[config.mk]
export PLATFORM = sky130hd
export DESIGN_NAME = ps2_rx_frame_flat
export DESIGN_NICKNAME = d
export VERILOG_FILES = /design/src/rtl/ps2_rx_frame_if.sv /design/src/rtl/ps2_rx_frame.sv /design/src/flat_wrapper.sv
export SDC_FILE = /design/constraint.sdc
export NUM_CORES = 1
export LEC_CHECK = 0
export CELL_PAD_IN_SITES_DETAIL_PLACEMENT = 1
export CELL_PAD_IN_SITES_GLOBAL_PLACEMENT = 1
export CORE_UTILIZATION = 35
export DETAILED_ROUTE_END_ITERATION = 6
export GPL_TIMING_DRIVEN = 0
export PLACE_DENSITY = 0.71
export REMOVE_ABC_BUFFERS = 1
export SYNTH_ARGS = -nofsm -noshare
export SYNTH_HDL_FRONTEND = slang
export SYNTH_SLANG_ARGS = --single-unit
[constraint.sdc]
create_clock -name clk -period 1.95 [get_ports clk]
set_input_delay 0.2925 -clock clk [delete_from_list [all_inputs] [get_ports clk]]
set_output_delay 0.2925 -clock clk [all_outputs]
set_load 0.1 [all_outputs]
[src/rtl/ps2_rx_frame_if.sv]
// PS/2 receive-side bundle: raw line inputs plus decoded code/strobe outputs.
interface ps2_rx_frame_if;
  logic        ps2_clk;
  logic        ps2_data;
  logic [15:0] code;
  logic        status;
  logic        err;
  logic        busy;

  modport master (output ps2_clk, ps2_data, input code, status, err, busy);
  modport slave  (input ps2_clk, ps2_data, output code, status, err, busy);
endinterface

[src/rtl/ps2_rx_frame.sv]
// PS/2 keyboard frame receiver feeding scan_codes: sync, falling-edge sample, 2-byte history.
// Define PS2_RX_PARITY_CHECK_EN to reject frames with bad odd parity.
module ps2_rx_frame #(
  parameter int SYNC_STAGES    = 2,
  parameter int TIMEOUT_CYCLES = 50000
) (
  input  logic           clk,
  input  logic           rst_n,
  ps2_rx_frame_if.slave  bus
);
  localparam int TW = (TIMEOUT_CYCLES > 2) ? $clog2(TIMEOUT_CYCLES) : 1;
  localparam logic [TW-1:0] TMO_TERM = TW'(TIMEOUT_CYCLES - 1);

  typedef enum logic [1:0] {IDLE, DATA, PARITY, STOP} state_e;

  state_e                 state_q;
  logic [SYNC_STAGES-1:0] clk_sync_q, dat_sync_q;
  logic                   clk_prev_q;
  logic [2:0]             bit_q;
  logic [7:0]             shift_q;
  logic [TW-1:0]          tmo_q;
  logic [15:0]            code_q;
  logic                   status_q, err_q;
`ifdef PS2_RX_PARITY_CHECK_EN
  logic                   par_q;
`endif

  logic clk_s, din, fall, frame_ok;
  assign clk_s = clk_sync_q[SYNC_STAGES-1];
  assign din   = dat_sync_q[SYNC_STAGES-1];
  assign fall  = clk_prev_q & ~clk_s;

  // Stop bit is the current sample; odd parity covers the 8 data bits plus parity.
  always_comb begin
    frame_ok = din;
`ifdef PS2_RX_PARITY_CHECK_EN
    frame_ok = din & (^{shift_q, par_q});
`endif
  end

  always_ff @(posedge clk or negedge rst_n) begin
    if (!rst_n) begin
      state_q    <= IDLE;
      clk_sync_q <= '1;
      dat_sync_q <= '1;
      clk_prev_q <= 1'b1;
      bit_q      <= '0;
      shift_q    <= '0;
      tmo_q      <= '0;
      code_q     <= '0;
      status_q   <= 1'b0;
      err_q      <= 1'b0;
`ifdef PS2_RX_PARITY_CHECK_EN
      par_q      <= 1'b0;
`endif
    end else begin
      clk_sync_q <= {clk_sync_q[SYNC_STAGES-2:0], bus.ps2_clk};
      dat_sync_q <= {dat_sync_q[SYNC_STAGES-2:0], bus.ps2_data};
      clk_prev_q <= clk_s;
      status_q   <= 1'b0;
      err_q      <= 1'b0;
      // An edge landing on the terminal count wins over the timeout.
      if (fall) begin
        tmo_q <= '0;
        case (state_q)
          IDLE: if (!din) begin
            state_q <= DATA;
            bit_q   <= '0;
          end
          DATA: begin
            shift_q <= {din, shift_q[7:1]};
            bit_q   <= bit_q + 3'd1;
            if (bit_q == 3'd7) state_q <= PARITY;
          end
          PARITY: begin
`ifdef PS2_RX_PARITY_CHECK_EN
            par_q   <= din;
`endif
            state_q <= STOP;
          end
          STOP: begin
            state_q <= IDLE;
            if (frame_ok) begin
              code_q   <= {code_q[7:0], shift_q};
              status_q <= 1'b1;
            end else begin
              err_q    <= 1'b1;
            end
          end
          default: state_q <= IDLE;
        endcase
      end else if (state_q != IDLE) begin
        if (tmo_q == TMO_TERM) begin
          state_q <= IDLE;
          err_q   <= 1'b1;
          tmo_q   <= '0;
        end else begin
          tmo_q   <= tmo_q + 1'b1;
        end
      end else begin
        tmo_q <= '0;
      end
    end
  end

  assign bus.code   = code_q;
  assign bus.status = status_q;
  assign bus.err    = err_q;
  assign bus.busy   = (state_q != IDLE);
endmodule

[src/flat_wrapper.sv]
// flat-port wrapper written by rule: the top's interface ports become plain ports
module ps2_rx_frame_flat 
#(
  parameter int SYNC_STAGES    = 2,
  parameter int TIMEOUT_CYCLES = 50000
)
  (clk, rst_n, bus_ps2_clk, bus_ps2_data, bus_code, bus_status, bus_err, bus_busy);
  ps2_rx_frame_if bus_i ();
  input  logic clk;
  input  logic rst_n;
  input wire logic [$bits(bus_i.ps2_clk)-1:0] bus_ps2_clk;
  input wire logic [$bits(bus_i.ps2_data)-1:0] bus_ps2_data;
  output wire logic [$bits(bus_i.code)-1:0] bus_code;
  output wire logic [$bits(bus_i.status)-1:0] bus_status;
  output wire logic [$bits(bus_i.err)-1:0] bus_err;
  output wire logic [$bits(bus_i.busy)-1:0] bus_busy;
  assign bus_i.ps2_clk = bus_ps2_clk;
  assign bus_i.ps2_data = bus_ps2_data;
  assign bus_code = bus_i.code;
  assign bus_status = bus_i.status;
  assign bus_err = bus_i.err;
  assign bus_busy = bus_i.busy;
  ps2_rx_frame #(.SYNC_STAGES(SYNC_STAGES), .TIMEOUT_CYCLES(TIMEOUT_CYCLES)) u_core (.clk(clk), .rst_n(rst_n), .bus(bus_i));
endmodule
==> results of run 1 <==
-- stage by stage --
stage | hold WS, ns | utilization
after floorplan | -0.00309 | -
after global placement | 0.347 | 0.418
after detailed placement | 0.219 | 0.421
after CTS | 0.363 | 0.434
after global routing | 0.361 | 0.435
final | 0.361 | 0.435
-- registers in the layout, indices dropped and copies added, names as in the netlist --
signal             flops
u_core.bus.code       16
u_core.tmo_q          16
u_core.shift_q         8
u_core.bit_q           3
u_core.clk_sync_q      2
u_core.dat_sync_q      2
u_core.state_q         2
u_core.bus.err         1
u_core.bus.status      1
u_core.clk_prev_q      1
-- layout make-up --
| class | instances | area (sq um) |
|---|---|---|
| timing repair buffer | 24 | 220 |
| clock inverter | 3 | 27.5 |
| multi-input combinational | 113 | 905 |
| inverter | 7 | 26.3 |
| fill | 668 | 3450 |
| sequential | 52 | 1310 |
| clock buffer | 5 | 68.8 |
| tap | 75 | 93.8 |
-- logic make-up (layout without fill, tap and decap cells) --
group                      Yosys count  after routing
muxes                               24             24
xor gates and xnor gates            14             14
DFF                                 52             52
adders and majority gates            7              7
buffers and inverters               11             39
and+or+nand+nor                     60             60
AOI/OAI and AO/OA                    8              8
-- metal layers --
| layer | wire (microns) | global-route usage | up-vias | share of wire |
|---|---|---|---|---|
| met5 | 0 | 0 | - | 0 |
| met4 | 66 | 0.0526 | 0 | 0.017 |
| met3 | 112 | 0.0330 | 8 | 0.029 |
| met2 | 1870 | 0.236 | 16 | 0.48 |
| met1 | 1840 | 0.170 | 688 | 0.47 |
| li1 | - | - | 659 | - |
-- Yosys cell counts (2+ instances only) --
cell and n:
ha_1 7, nand4_1 6, nand2_1 8, buf_4 2, nor4_2 3, nand3_1 7, xnor2_1 12, nor3_1 5
mux2_1 9, a32o_1 2, mux2_2 15, and3_1 2, dfrtp_1 47, o21bai_1 2, dfstp_2 5, nor2_1 18
xor2_1 2, inv_1 7
-- power groups by stage --
| stage | Sequential, W | Combinational, W | Clock [W] |
|---|---|---|---|
| after floorplan | 0.00168 | 0.000437 | 0 |
| after global placement | 0.00140 | 0.000953 | 0 |
| after detailed placement | 0.00141 | 0.000974 | 0 |
| after CTS | 0.00139 | 0.000937 | 0.000678 |
| after global routing | 0.00141 | 0.00101 | 0.000708 |
| final | 0.00138 | 0.000927 | 0.000640 |
-- final timing paths --
kind / endpoint / slack [ns] / depth (start not counted)
max: bus_code[7] / 0.1 / 1
min: u_core.dat_sync_q[1] / 0.36 / 0
max reg2reg: u_core.bus.code[10] / 0.26 / 3
min reg2reg: u_core.dat_sync_q[1] / 0.36 / 0
max in group asynchronous: u_core.dat_sync_q[1] / 0.96 / 3
min in group asynchronous: u_core.bus.code[14] / 0.40 / 2
-- what timing repair did --
action | CTS | global route
setup endpoints to repair | 19 | 26
resized for setup | 23 | 2
hold buffers | 1 | 0
hold endpoints to repair | 10 | 0
-- cell usage in the layout (no fill, tap or decap), types with 3 or more instances in the layout --
master         count
dfrtp_1           47
nor2_1            18
dlygate4sd2_1     18
mux2_2            15
xnor2_1           12
mux2_1             9
nand2_1            8
inv_1              7
nand3_1            7
ha_1               7
nand4_1            6
nor3_1             5
clkbuf_8           5
dfstp_2            5
nor4_2             3
==> reports/summary.txt, run 1 <==
Synth Area in XOR/XNOR: 0.0541
crit path DAT: 1.56 ns
Via-to-Cell Ratio: 4.91
Setup Skew: 0.00869 ns
status: finished clean
max-cap check violation count: 0
Site Rows: 28
P&R area growth vs syn: 16.8%
Num Clock Sinks: 52
worst slew pin tran: 0.978 ns
post-route cell area: 2650 sq um
First-pass DRT Iterations: 3
EDFF count, synth: 0
fin cells: 279
Reg clk slew, reported paths: 0.10 ns
Area contributors post-synth: dfrtp_1, mux2_2, dfstp_2
largest net degree at the start of global routing: 40
clock share of power: 0.217
total grt overflow: 0
synth unique cells: 35
Synth async-reset ratio: 1.00
vias in the first global route: 1,515
CTS tree: done
initial antenna violation count: 0
Synth Instances: 176
fin crit share: 0.950
Clock Path Buffers: 2
fin crit period: 1.85 ns
Routed Antenna Nets: 0
Buf/Inv on CP: 1
crit path cell chain: dlygate4sd2_1
cell-internal power: 0.00177 W
setup total negative slack: 0 ns
fin worst setup slack: 0.0975 ns
Lkg Pwr: 1.29 nW
routability cong.: 0.710
ratio of cells with drive above 1 in the final layout: 0.201
type of the worst setup path: reg -> out
first-pass GRT wire length: 7010 microns
post-synthesis sequential area ratio: 0.577
Max stage delay on crit path: 0.87 ns
Slew HR: 0.351
RSZ-0062 raised after global routing: false
Comb power frac: 0.314
htree depth: 2
WL per Instance: 13.9 microns
Switching Share: 0.402
Worst EP required: 1.66 ns
vias: 1,371
HPWL Detailed: 2800 microns
Antenna Cells: 0
Total GRT Usage: 0.139
mux share of post-synthesis cell area: 0.119
setup bufs post-CTS: 0
Ys Warns: 0
nature of the critical path endpoint: primary output
Slew Limit Fails: 0
CP Launch Point: u_core.bus.code[7]
drt total wl: 3880 microns
commonest register cell after synthesis: dfrtp_1
pwr dens: 1110 nW/um^2
setup violators final: 0
TritonCTS buffer count: 5
Buffers on Ports: 22
Switch Pwr: 0.00118 W
Final nets: 214
Detailed Route Iter0 Violations: 41
final hold vios: 0
Slowest-stage cell, CP: dlygate4sd2_1
Die X: 82.5 microns
Pwr Total: 0.00295 W
Post-Place Cell Area: 2560 sq um
Place WS: -0.301 ns
type of element launching the critical path: flip-flop
largest family of logic cells by synthesized area: simple AND/OR/NAND/NOR gates
# IOs: 23
fmax: 540 MHz
Hold Startpoint: u_core.dat_sync_q[0]
syn avg cell area: 12.9 sq um
Initial Util: 0.372
Max VDD drop: 766 uV
Die Span Y: 82.5 microns
family with the most delay on the worst path: buffers and inverters
post-synthesis register bit count: 52
reg-to-reg startpoint: u_core.clk_prev_q
area leader, netlist: dfrtp_1
Clk Tree Root Cell: clkbuf_8
Simple-Gate Fraction of Synth Area: 0.160
die area: 6800 sq um
# DRC: 0
Crit Path Max Fanout: 3
mapped cell area: 2270 sq um
Synth Area in Compound Gates: 0.0259
Synth Area in Adders: 0.0386
Placed Cells: 270
Seq pwr share: 0.469
Hold Path Class: reg -> reg
Synth top area share: 0.519
area of the core: 6100 sq um
Worst-Skew Late Latency: 0.31 ns
Power figures use the tool's default switching activity.
==> run 2: changes to the inputs <==
- CTS_CLUSTER_DIAMETER: default -> 100
- SKIP_CTS_REPAIR_TIMING: default -> 1
- SLEW_MARGIN: default -> 20
==> reports/summary.txt, run 2 (synthesis gave the netlist of run 1 again) <==
Slew Limit Fails: 0 (unchanged)
Die Span Y: 82.5 microns (unchanged)
leading cell types in the layout, fill and taps excluded: dfrtp_1, nor2_1, dlymetal6s2s_1 (was dfrtp_1, nor2_1, dlygate4sd2_1)
Die X: 82.5 microns (unchanged)
Lkg Pwr: 1.52 nW (was 1.29 nW)
Worst EP required: 1.66 ns (about the same)
HPWL Detailed: 2720 microns (was 2800 microns)
Slowest-stage cell, CP: dfrtp_1 (was dlygate4sd2_1)
Num Clock Sinks: 52 (unchanged)
TritonCTS buffer count: 5 (unchanged)
Clk Tree Root Cell: clkbuf_8 (unchanged)
fin crit period: 1.81 ns (was 1.85 ns)
type of the worst setup path: reg -> out (unchanged)
Hold Path Class: in -> async (was reg -> reg)
first-pass GRT wire length: 6890 microns (was 7010 microns)
post-route cell area: 2690 sq um (was 2650 sq um)
largest net degree at the start of global routing: 53 (was 40)
Routed Antenna Nets: 0 (unchanged)
final core area utilization: 0.441 (was 0.435)
nature of the critical path endpoint: primary output (unchanged)
Slew HR: 0.337 (was 0.351)
initial antenna violation count: 0 (unchanged)
Buf/Inv on CP: 3 (was 1)
commonest non-fill, non-tap cell in the layout: dfrtp_1 (unchanged)
vias in the first global route: 1,502 (was 1,515)
Initial Util: 0.372 (unchanged)
Crit Path Max Fanout: 6 (was 3)
max-cap check violation count: 0 (unchanged)
area of the core: 6100 sq um (unchanged)
Via-to-Cell Ratio: 4.91 (about the same)
fmax: 552 MHz (was 540 MHz)
setup violators final: 0 (unchanged)
CTS tree: done (unchanged)
vias: 1,360 (was 1,371)
crit-path most repeated cell: inv_1
die area: 6800 sq um (unchanged)
type of element launching the critical path: flip-flop (unchanged)
htree depth: 2 (unchanged)
crit path cell chain: inv_1, ha_1, inv_1, clkbuf_4 (was dlygate4sd2_1)
Reg clk slew, reported paths: 0.10 ns (about the same)
Total GRT Usage: 0.138 (was 0.139)
Max stage delay on crit path: 0.43 ns (was 0.87 ns)
worst slew pin tran: 0.993 ns (was 0.978 ns)
Antenna Cells: 0 (unchanged)
Buffers on Ports: 22 (unchanged)
Pwr Total: 0.00298 W (was 0.00295 W)
Clock Path Buffers: 2 (unchanged)
First-pass DRT Iterations: 4 (was 3)
total grt overflow: 0 (unchanged)
ratio of cells with drive above 1 in the final layout: 0.198 (was 0.201)
Detailed Route Iter0 Violations: 27 (was 41)
pwr dens: 1110 nW/um^2 (about the same)
final hold vios: 6 (was 0)
fin crit share: 0.929 (was 0.950)
# IOs: 23 (unchanged)
status: finished, violations left (was finished clean)
failing checks: hold timing
Setup Skew: 0.00614 ns (was 0.00869 ns)
hold_ws: -0.00699 ns (was 0.361 ns)
drt total wl: 3910 microns (was 3880 microns)
routability cong.: 0.710 (unchanged)
Post-Place Cell Area: 2550 sq um (was 2560 sq um)
RSZ-0062 raised after global routing: false (unchanged)
family with the most delay on the worst path: buffers and inverters (unchanged)
Site Rows: 28 (unchanged)
Worst-Skew Late Latency: 0.32 ns (was 0.31 ns)
Final nets: 212 (was 214)
Max VDD drop: 921 uV (was 766 uV)
P&R area growth vs syn: 18.6% (was 16.8%)
Filler Cell Count: 652 (was 668)
# DRC: 0 (unchanged)
WL per Instance: 14.1 microns (was 13.9 microns)
crit path DAT: 1.52 ns (was 1.56 ns)
==> run 2: cell count changes in the layout (fill, tap and decap cells not counted) <==
cell,change
dlymetal6s2s_1,+18
buf_4,+1
buf_2,-1
buf_12,-1
dlygate4sd2_1,-18
dlygate4sd3_1,-1
==> run 2: final timing paths <==
kind                                 startpoint              endpoint  slack [ns]  depth (start not counted)
max in group asynchronous                 rst_n       u_core.tmo_q[9]        1.53                          1
hold reg to reg            u_core.dat_sync_q[0]  u_core.dat_sync_q[1]        0.36                          0
setup / recovery              u_core.state_q[0]              bus_busy        0.14                          4
min in group clk           u_core.dat_sync_q[0]  u_core.dat_sync_q[1]        0.36                          0
hold / removal                            rst_n   u_core.bus.code[12]      -0.007                          1
setup reg to reg              u_core.clk_prev_q   u_core.bus.code[11]        0.27                          3
==> run 2: per-layer routing <==
layer  up-vias  global-route usage  part of all wire
met5         -                   0                 0
met3         8              0.0330             0.029
li1        653                   -                 -
met1       682               0.165              0.48
met2        17               0.231              0.47
met4         0              0.0684             0.022
==> run 2: final cells by class <==
type	instances	area (sq um)	area share
Sequential cell	52	1310	0.486
Tap cell	75	93.8	0.0349
Inverter	7	26.3	0.00977
Timing Repair Buffer	22	260	0.0968
Clock inverter	3	27.5	0.0102
Multi-Input combinational cell	113	905	0.336
Clock buffer	5	68.8	0.0256
==> run 2: metrics by stage <==
step / setup slack, ns / instances / setup TNS [ns] / hold WS, ns
floorplan: 0.287 / 172 / 0 / -0.00309
global placement: -0.982 / 269 / -48.40 / 0.347
detailed placement: -0.312 / 269 / -0.312 / 0.347
CTS: -0.684 / 277 / -3.88 / 0.0131
global route: 0.0423 / 277 / 0 / 0.0523
finish: 0.139 / 277 / 0 / -0.00699
==> run 2: where the power goes <==
part | switching, W | internal [W]
sequential | 0.000138 | 0.00125
combinational | 0.000672 | 0.000273
clock | 0.000382 | 0.000264
total | 0.00119 | 0.00179
